$ cat src/rtl/backing_mem_tt.sv
// Backing store for the tiny cache: latency-modelled word array with a 1-entry posted write buffer.
// Define BMEM_INIT_PATTERN_EN to reset the array to the cache's default line pattern instead of zero.
module backing_mem_tt #(
    parameter int unsigned DATA_W  = 7,
    parameter int unsigned ADDR_W  = 4,
    parameter int unsigned LATENCY = 3
) (
    input  logic              clk,
    input  logic              rst,
    input  logic              mem_req_valid,
    output logic              mem_req_ready,
    input  logic              mem_req_we,
    input  logic [ADDR_W-1:0] mem_req_addr,
    input  logic [DATA_W-1:0] mem_req_wdata,
    output logic              mem_rsp_valid,
    output logic [DATA_W-1:0] mem_rsp_rdata,
    output logic              mem_busy
);

    localparam int unsigned Depth = 2 ** ADDR_W;
    localparam logic [3:0] LatM1 = 4'(LATENCY - 1);

    typedef enum logic [1:0] {StIdle, StRdWait, StRdRsp, StWrAck} state_e;

    state_e            state;
    logic [3:0]        rd_cnt;
    logic [3:0]        dr_cnt;
    logic [ADDR_W-1:0] rd_addr;
    logic [ADDR_W-1:0] wbuf_addr;
    logic [DATA_W-1:0] wbuf_data;
    logic              wbuf_valid;
    logic [DATA_W-1:0] mem [Depth];
    logic              req_fire;

`ifdef BMEM_INIT_PATTERN_EN
    // {a[1:0],a[3:2]} in the top nibble, zero below, inverted on odd addresses.
    function automatic logic [DATA_W-1:0] init_word(input int unsigned a);
        logic [3:0]        a4;
        logic [DATA_W+3:0] wide;
        a4   = 4'(a);
        wide = {a4[1:0], a4[3:2], {DATA_W{1'b0}}};
        return wide[DATA_W+3 -: DATA_W] ^ {DATA_W{a4[0]}};
    endfunction
`endif

    // A write must wait for the buffer to drain; reads never do.
    assign mem_req_ready = (state == StIdle) & ~rst & ~(mem_req_we & wbuf_valid);
    assign req_fire      = mem_req_valid & mem_req_ready;
    assign mem_busy      = (state != StIdle) | wbuf_valid;

    always_ff @(posedge clk or posedge rst) begin
        if (rst) begin
            state         <= StIdle;
            rd_cnt        <= '0;
            rd_addr       <= '0;
            mem_rsp_valid <= 1'b0;
            mem_rsp_rdata <= '0;
        end else begin
            unique case (state)
                StIdle: begin
                    if (req_fire) begin
                        if (mem_req_we) begin
                            state         <= StWrAck;
                            mem_rsp_valid <= 1'b1;
                            mem_rsp_rdata <= mem_req_wdata;
                        end else begin
                            state   <= StRdWait;
                            rd_cnt  <= LatM1;
                            rd_addr <= mem_req_addr;
                        end
                    end
                end
                StRdWait: begin
                    if (rd_cnt == 4'd0) begin
                        state         <= StRdRsp;
                        mem_rsp_valid <= 1'b1;
                        // Buffered write is newer than the array word.
                        mem_rsp_rdata <= (wbuf_valid && (wbuf_addr == rd_addr)) ?
                                         wbuf_data : mem[rd_addr];
                    end else begin
                        rd_cnt <= rd_cnt - 4'd1;
                    end
                end
                StRdRsp, StWrAck: begin
                    state         <= StIdle;
                    mem_rsp_valid <= 1'b0;
                end
                default: begin
                    state         <= StIdle;
                    mem_rsp_valid <= 1'b0;
                end
            endcase
        end
    end

    always_ff @(posedge clk or posedge rst) begin
        if (rst) begin
            wbuf_valid <= 1'b0;
            wbuf_addr  <= '0;
            wbuf_data  <= '0;
            dr_cnt     <= '0;
            for (int unsigned i = 0; i < Depth; i++) begin
`ifdef BMEM_INIT_PATTERN_EN
                mem[i] <= init_word(i);
`else
                mem[i] <= '0;
`endif
            end
        end else if (req_fire && mem_req_we) begin
            wbuf_valid <= 1'b1;
            wbuf_addr  <= mem_req_addr;
            wbuf_data  <= mem_req_wdata;
            dr_cnt     <= LatM1;
        end else if (wbuf_valid) begin
            if (dr_cnt == 4'd0) begin
                mem[wbuf_addr] <= wbuf_data;
                wbuf_valid     <= 1'b0;
            end else begin
                dr_cnt <= dr_cnt - 4'd1;
            end
        end
    end

endmodule

$ cat config.mk
export PLATFORM = sky130hd
export DESIGN_NAME = backing_mem_tt
export DESIGN_NICKNAME = d
export VERILOG_FILES = /design/src/rtl/backing_mem_tt.sv
export SDC_FILE = /design/constraint.sdc
export NUM_CORES = 1
export LEC_CHECK = 0
export ABC_AREA = 1
export ABC_CLOCK_PERIOD_IN_PS = 7000
export CORE_MARGIN = 2
export CORE_UTILIZATION = 65
export DETAILED_ROUTE_END_ITERATION = 16
export PLACE_DENSITY = 0.84
export SYNTH_ARGS = -nofsm -noshare
export SYNTH_HDL_FRONTEND = slang
export SYNTH_SLANG_ARGS = --single-unit
$ cat constraint.sdc
create_clock -name clk -period 7 [get_ports clk]
set_input_delay 1.05 -clock clk [delete_from_list [all_inputs] [get_ports clk]]
set_output_delay 1.05 -clock clk [all_outputs]
set_load 0.01 [all_outputs]
## Yosys cells after proc, flatten, opt, wreduce, memory -nomap -nowiden

Index checks and enable logic that the tools add are counted.

| word-level totals | value |
|---|---|
| bits in registers | 146 |
| bits in latches | 0 |
| bits in writable memories | 0 |
| ROM bits | 0 |
| input bits | 15 |
| output and inout port bits | 10 |
| word-level logic and storage cells | 97 |
| memories | 0 |

| cells by class | value |
|---|---|
| add/subtract/negate cells | 2 |
| multipliers | 0 |
| div/mod/pow operators | 0 |
| magnitude comparators | 3 |
| eq/ne operators | 10 |
| shift operators | 0 |
| multiplexer cells | 29 |
| bitwise gates (word level) | 11 |
| reductions and logical operators | 17 |

Operator list:

| cell | count |
|---|---|
| $bwmux 112 | 1 |
| $mux 7 | 7 |
| $bmux 7 s4 | 1 |
| $demux 7 s4 | 1 |
| $mux 4 | 6 |
| $pmux 7 s2 | 1 |
| $ne 2x2->1 const B | 6 |
| $ge 5x5->1 const B | 2 |
| $not 4->5 | 2 |
| $reduce_and 3->1 | 3 |
| $logic_not 4->1 | 2 |
| $pmux 4 s2 | 1 |
| $reduce_and 4->1 | 2 |
| $sub 4x1->4 const B | 2 |
| $mux 1 | 6 |
| $mux 2 | 3 |
| $pmux 2 s3 | 1 |
| $reduce_bool 2->1 | 3 |
| $lt 5x1->1 const B | 1 |
| $and 1x1->1 | 4 |
| $eq 2x2->1 const B | 2 |
| $eq 4x4->1 | 1 |
| $not 1->1 | 4 |
| $reduce_and 2->1 | 2 |
| other kinds (6) | 8 |

## Logic depth before layout (Yosys ltp)

| depth | value |
|---|---|
| depth in word-level cells | 7 |
| mapped depth | 11 |
| gate-level depth less buffers | 10 |

## Worst setup path before layout

Ideal clock, no wire load.

| timing | value |
|---|---|
| path kind | input port to flip-flop |
| start point | input rst |
| end point | register rd_addr[3] |
| library setup time | 0.137 ns |
| data arrival time | 5.375 ns |
| setup slack | 1.488 ns |
| stages on the path | 8 |
| path buffers | 0 |
| path through | inv_1 > nand4_1 > nand2_1 > nand2_1 > inv_1 > nand2_2 > nor2_1 > a21oi_1 |

| on the way | value |
|---|---|
| longest elaborated chain between the ends | 5 |

RTL lines:

| what | RTL line | source |
|---|---|---|
| start: declaration | 9 | `input logic rst,` |
| $not 1->1 | 47 | `assign mem_req_ready = (state == StIdle) & ~rst & ~(mem_req_we & wbuf_valid);` |
| $and 1x1->1 (2 in a row) | 47 |  |
| $and 1x1->1 | 48 | `assign req_fire = mem_req_valid & mem_req_ready;` |
| $reduce_and 3->1 (no source line) | - |  |
| end signal: assignment | 69 | `rd_addr <= mem_req_addr;` |
| end: declaration | 28 | `logic [ADDR_W-1:0] rd_addr;` |

No other way between the ends.
A chain may end at the register's enable or synchronous reset.

## Worst setup path in the final report

| timing | value |
|---|---|
| start point | input mem_req_we |
| end point | output mem_req_ready |

| on the way | value |
|---|---|
| longest elaborated chain between the ends | 3 |

RTL lines:

| what | RTL line | source |
|---|---|---|
| start: declaration | 12 | `input logic mem_req_we,` |
| $and 1x1->1 | 47 |  |
| $not 1->1 | 47 |  |
| $and 1x1->1 | 47 |  |
| end: declaration | 11 | `output logic mem_req_ready,` |

No other way between the ends.

==> flow_metrics.py <==
metrics = {
    "run_status": {
        "run_status": "complete, no violations",
    },
    "timing": {
        "finalHoldViolCount": 0,
        "fmax_mhz": 291,
        "clock_skew_ns": 0.00612,
        "post-route-period-util_pct": 49.0,
        "rsz0062_at_grt": "no",
        "maxSlewHeadroom_pct": 38.2,
        "maxSlewViolCount": 0,
        "min_period_ns": 3.43,
        "tightest_slew_ns": 0.926,
        "finalSetupTns_ns": 0,
        "setup_viol": 0,
    },
    "drt": {
        "drt.antenna.violating_nets": 0,
        "wl_met3_um": 1580,
        "m1WireLength_um": 7550,
        "route.met2.wl_um": 8470,
        "highest_layer": "met4",
        "via_count": 6228,
        "first_iter_violations": 535,
        "routedWlPerCell_um": 16.9,
        "drc": 0,
        "wl_um": 18400,
        "drtPass1Iterations": 5,
        "viasPerCell": 5.70,
    },
    "place": {
        "dp_hpwl_um": 11400,
        "dp.cells": 1061,
        "place.gp.congestion": 0.938,
        "portBuffers": 24,
    },
    "floorplan": {
        "die_area_um2": 12100,
        "ioPinCount": 25,
        "rows": 38,
        "die_w_um": 110,
        "core_region_area_um2": 10900,
        "die_height_um": 110,
        "initial_core_util_pct": 66.9,
    },
    "cts": {
        "numCtsBuffers": 17,
        "htreeDepth": 4,
        "insertion_delay_ns": 0.43,
        "clkTransAtPathRegs_ns": 0.06,
        "cts_resized": 0,
        "cts_tree": "built",
        "clk_path_buf_depth": 2,
        "cts_hold_buf": 0,
        "cts_sinks": 146,
        "cts_setup_buffers": 0,
        "root_buffer": "clkbuf_16",
    },
    "final_layout": {
        "drive_above_1_share_pct": 8.40,
        "fin_cells": 1092,
        "nets": 958,
        "diodes": 0,
        "postLayoutCoreUtil_pct": 74.3,
        "synthToLayoutAreaGrowth_pct": 11.1,
    },
    "critical_path": {
        "rr_worst_depth": 7,
        "crit_fanout": 4,
        "required_ns": 5.95,
        "cp-start-kind": "input pin",
        "worstSetupPathType": "input pin to output port",
        "critical_path_arrival_ns": 2.38,
        "worstSetupEndpointType": "output port",
    },
    "yosys": {
        "synth_nets": 963,
        "synth_edf_count": 0,
        "ys_top_cells_by_area": "dfrtp_1 (50%), nand2_1 (13%), o21ai_0 (7.8%)",
        "synth_seq_cells": 146,
        "synthesis.instances": 945,
        "synth_top_area_cell": "dfrtp_1",
        "synth.most_common_cell": "nand2_1",
        "synth_area_um2": 7320,
        "ys_types": 29,
        "avgSynthCellArea_um2": 7.74,
        "netlist_top_cells_count": "nand2_1 (260), dfrtp_1 (146), inv_1 (129), o21ai_0 (114), nand3_1 (93)",
        "seq_area_frac_synth_pct": 49.9,
        "synth_top_area_share_pct": 49.9,
        "synthFlopType": "dfrtp_1",
        "postSynth.asyncResetShare_pct": 100,
        "ys_warn_count": 0,
    },
    "global_routing": {
        "grt_pass1_wl_um": 29600,
        "grt_overflow_total": 0,
        "antenna_found_initial": 0,
        "grt_use_total_pct": 33.1,
        "grt_pass1_vias": 6000,
        "grt_max_degree": 77,
    },
    "job": {
        "max_cap_viol_count": 0,
    },
    "power_and_ir_drop": {
        "power_density_nw_per_um2": 471,
        "max-vdd-ir-drop_v": 0.000323,
        "p_leak_nw": 3.87,
    },
    "hold_path": {
        "hold_depth": 2,
        "hold_path_class": "flop to flop",
    },
}
==> cells in the final DEF, fill, tap and decap left out, types with 2 or more instances in the layout <==
cell type        count
a21oi_1             18
a21oi_2              7
buf_4                4
bufinv_16            4
clkbuf_1             3
clkbuf_16           17
clkbuf_8             2
clkdlybuf4s50_1     24
clkinv_1             3
clkinv_2             2
clkinv_4             2
dfrtp_1            145
ha_1                 3
inv_1              127
inv_2                3
nand2_1            260
nand2_2             11
nand3_1             93
nand3_2             10
nand4_1              2
nor2_1              59
nor2_2               8
nor4_4               5
o21ai_0            114
o21ai_1             13
xor2_1               4
==> metal layers <==
metal	up-vias	global-route usage, %
met4	0	16.3
met1	2919	44.1
met2	295	50.6
met3	68	8.88
met5	-	0
li1	2946	-
==> worst max-delay path, stage by stage <==
cell	delay, ns
clkdlybuf4s50_1	0.42
inv_1	0.13
nand2_1	0.09
a21oi_1	0.14
clkdlybuf4s50_1	0.55
==> through the flow <==
stage | hold slack (ns) | worst slack, ns | power, W | cell area [um^2]
after detailed placement | 0.473 | 3.46 | 0.00283 | 7510
after CTS | 0.487 | 3.56 | 0.00380 | 8130
after global routing | 0.507 | 3.50 | 0.00408 | 8130
final | 0.483 | 3.57 | 0.00383 | 8130
after floorplan | 0.453 | 1.49 | 0.00241 | 7320
after global placement | 0.466 | 3.58 | 0.00278 | 7510
==> report_power, final <==
group	internal [W]	switching [W]	total, W	leakage, nW
logic	0.000477	0.000946	0.00142	1.65
clock network	0.000613	0.000351	0.000964	0.300
registers	0.00115	0.000300	0.00145	1.92
total	0.00224	0.00160	0.00383	3.87
==> flip-flops by register name, indices dropped and copies added (netlist names) <==
register,cells
mem,112
mem_rsp_rdata,7
wbuf_data,7
dr_cnt,4
rd_addr,4
rd_cnt,4
wbuf_addr,4
state,2
mem_rsp_valid,1
wbuf_valid,1
==> cell type report <==
| class | instances | area [um^2] |
|---|---|---|
| Sequential cell | 146 | 3650 |
| Multi-Input combinational cell | 612 | 2900 |
| Fill cell | 818 | 2810 |
| Inverter | 135 | 514 |
| Clock buffer | 22 | 464 |
| Timing Repair Buffer | 28 | 270 |
| Tap cell | 140 | 175 |
| Clock inverter | 9 | 155 |
==> path summary, 6_finish.rpt <==
path	from	endpoint	slack [ns]
setup / recovery	mem_req_we	mem_req_ready	3.57
hold / removal	mem[56]	mem[56]	0.48
setup reg to reg	dr_cnt[0]	mem[106]	4.67
hold reg to reg	mem[56]	mem[56]	0.48
max in group asynchronous	rst	mem[94]	4.47
min in group asynchronous	rst	dr_cnt[0]	1.15
==> logic make-up after synthesis <==
logic type	synth area share (%)
adder cells (fa/ha/maj)	0.513
buffers and inverters	10.5
XOR/XNOR	0.598
flip-flops	49.9
AO/OA/AOI/OAI	10.8
AND/OR/NAND/NOR	27.6
(Power assumes the default switching activity.)
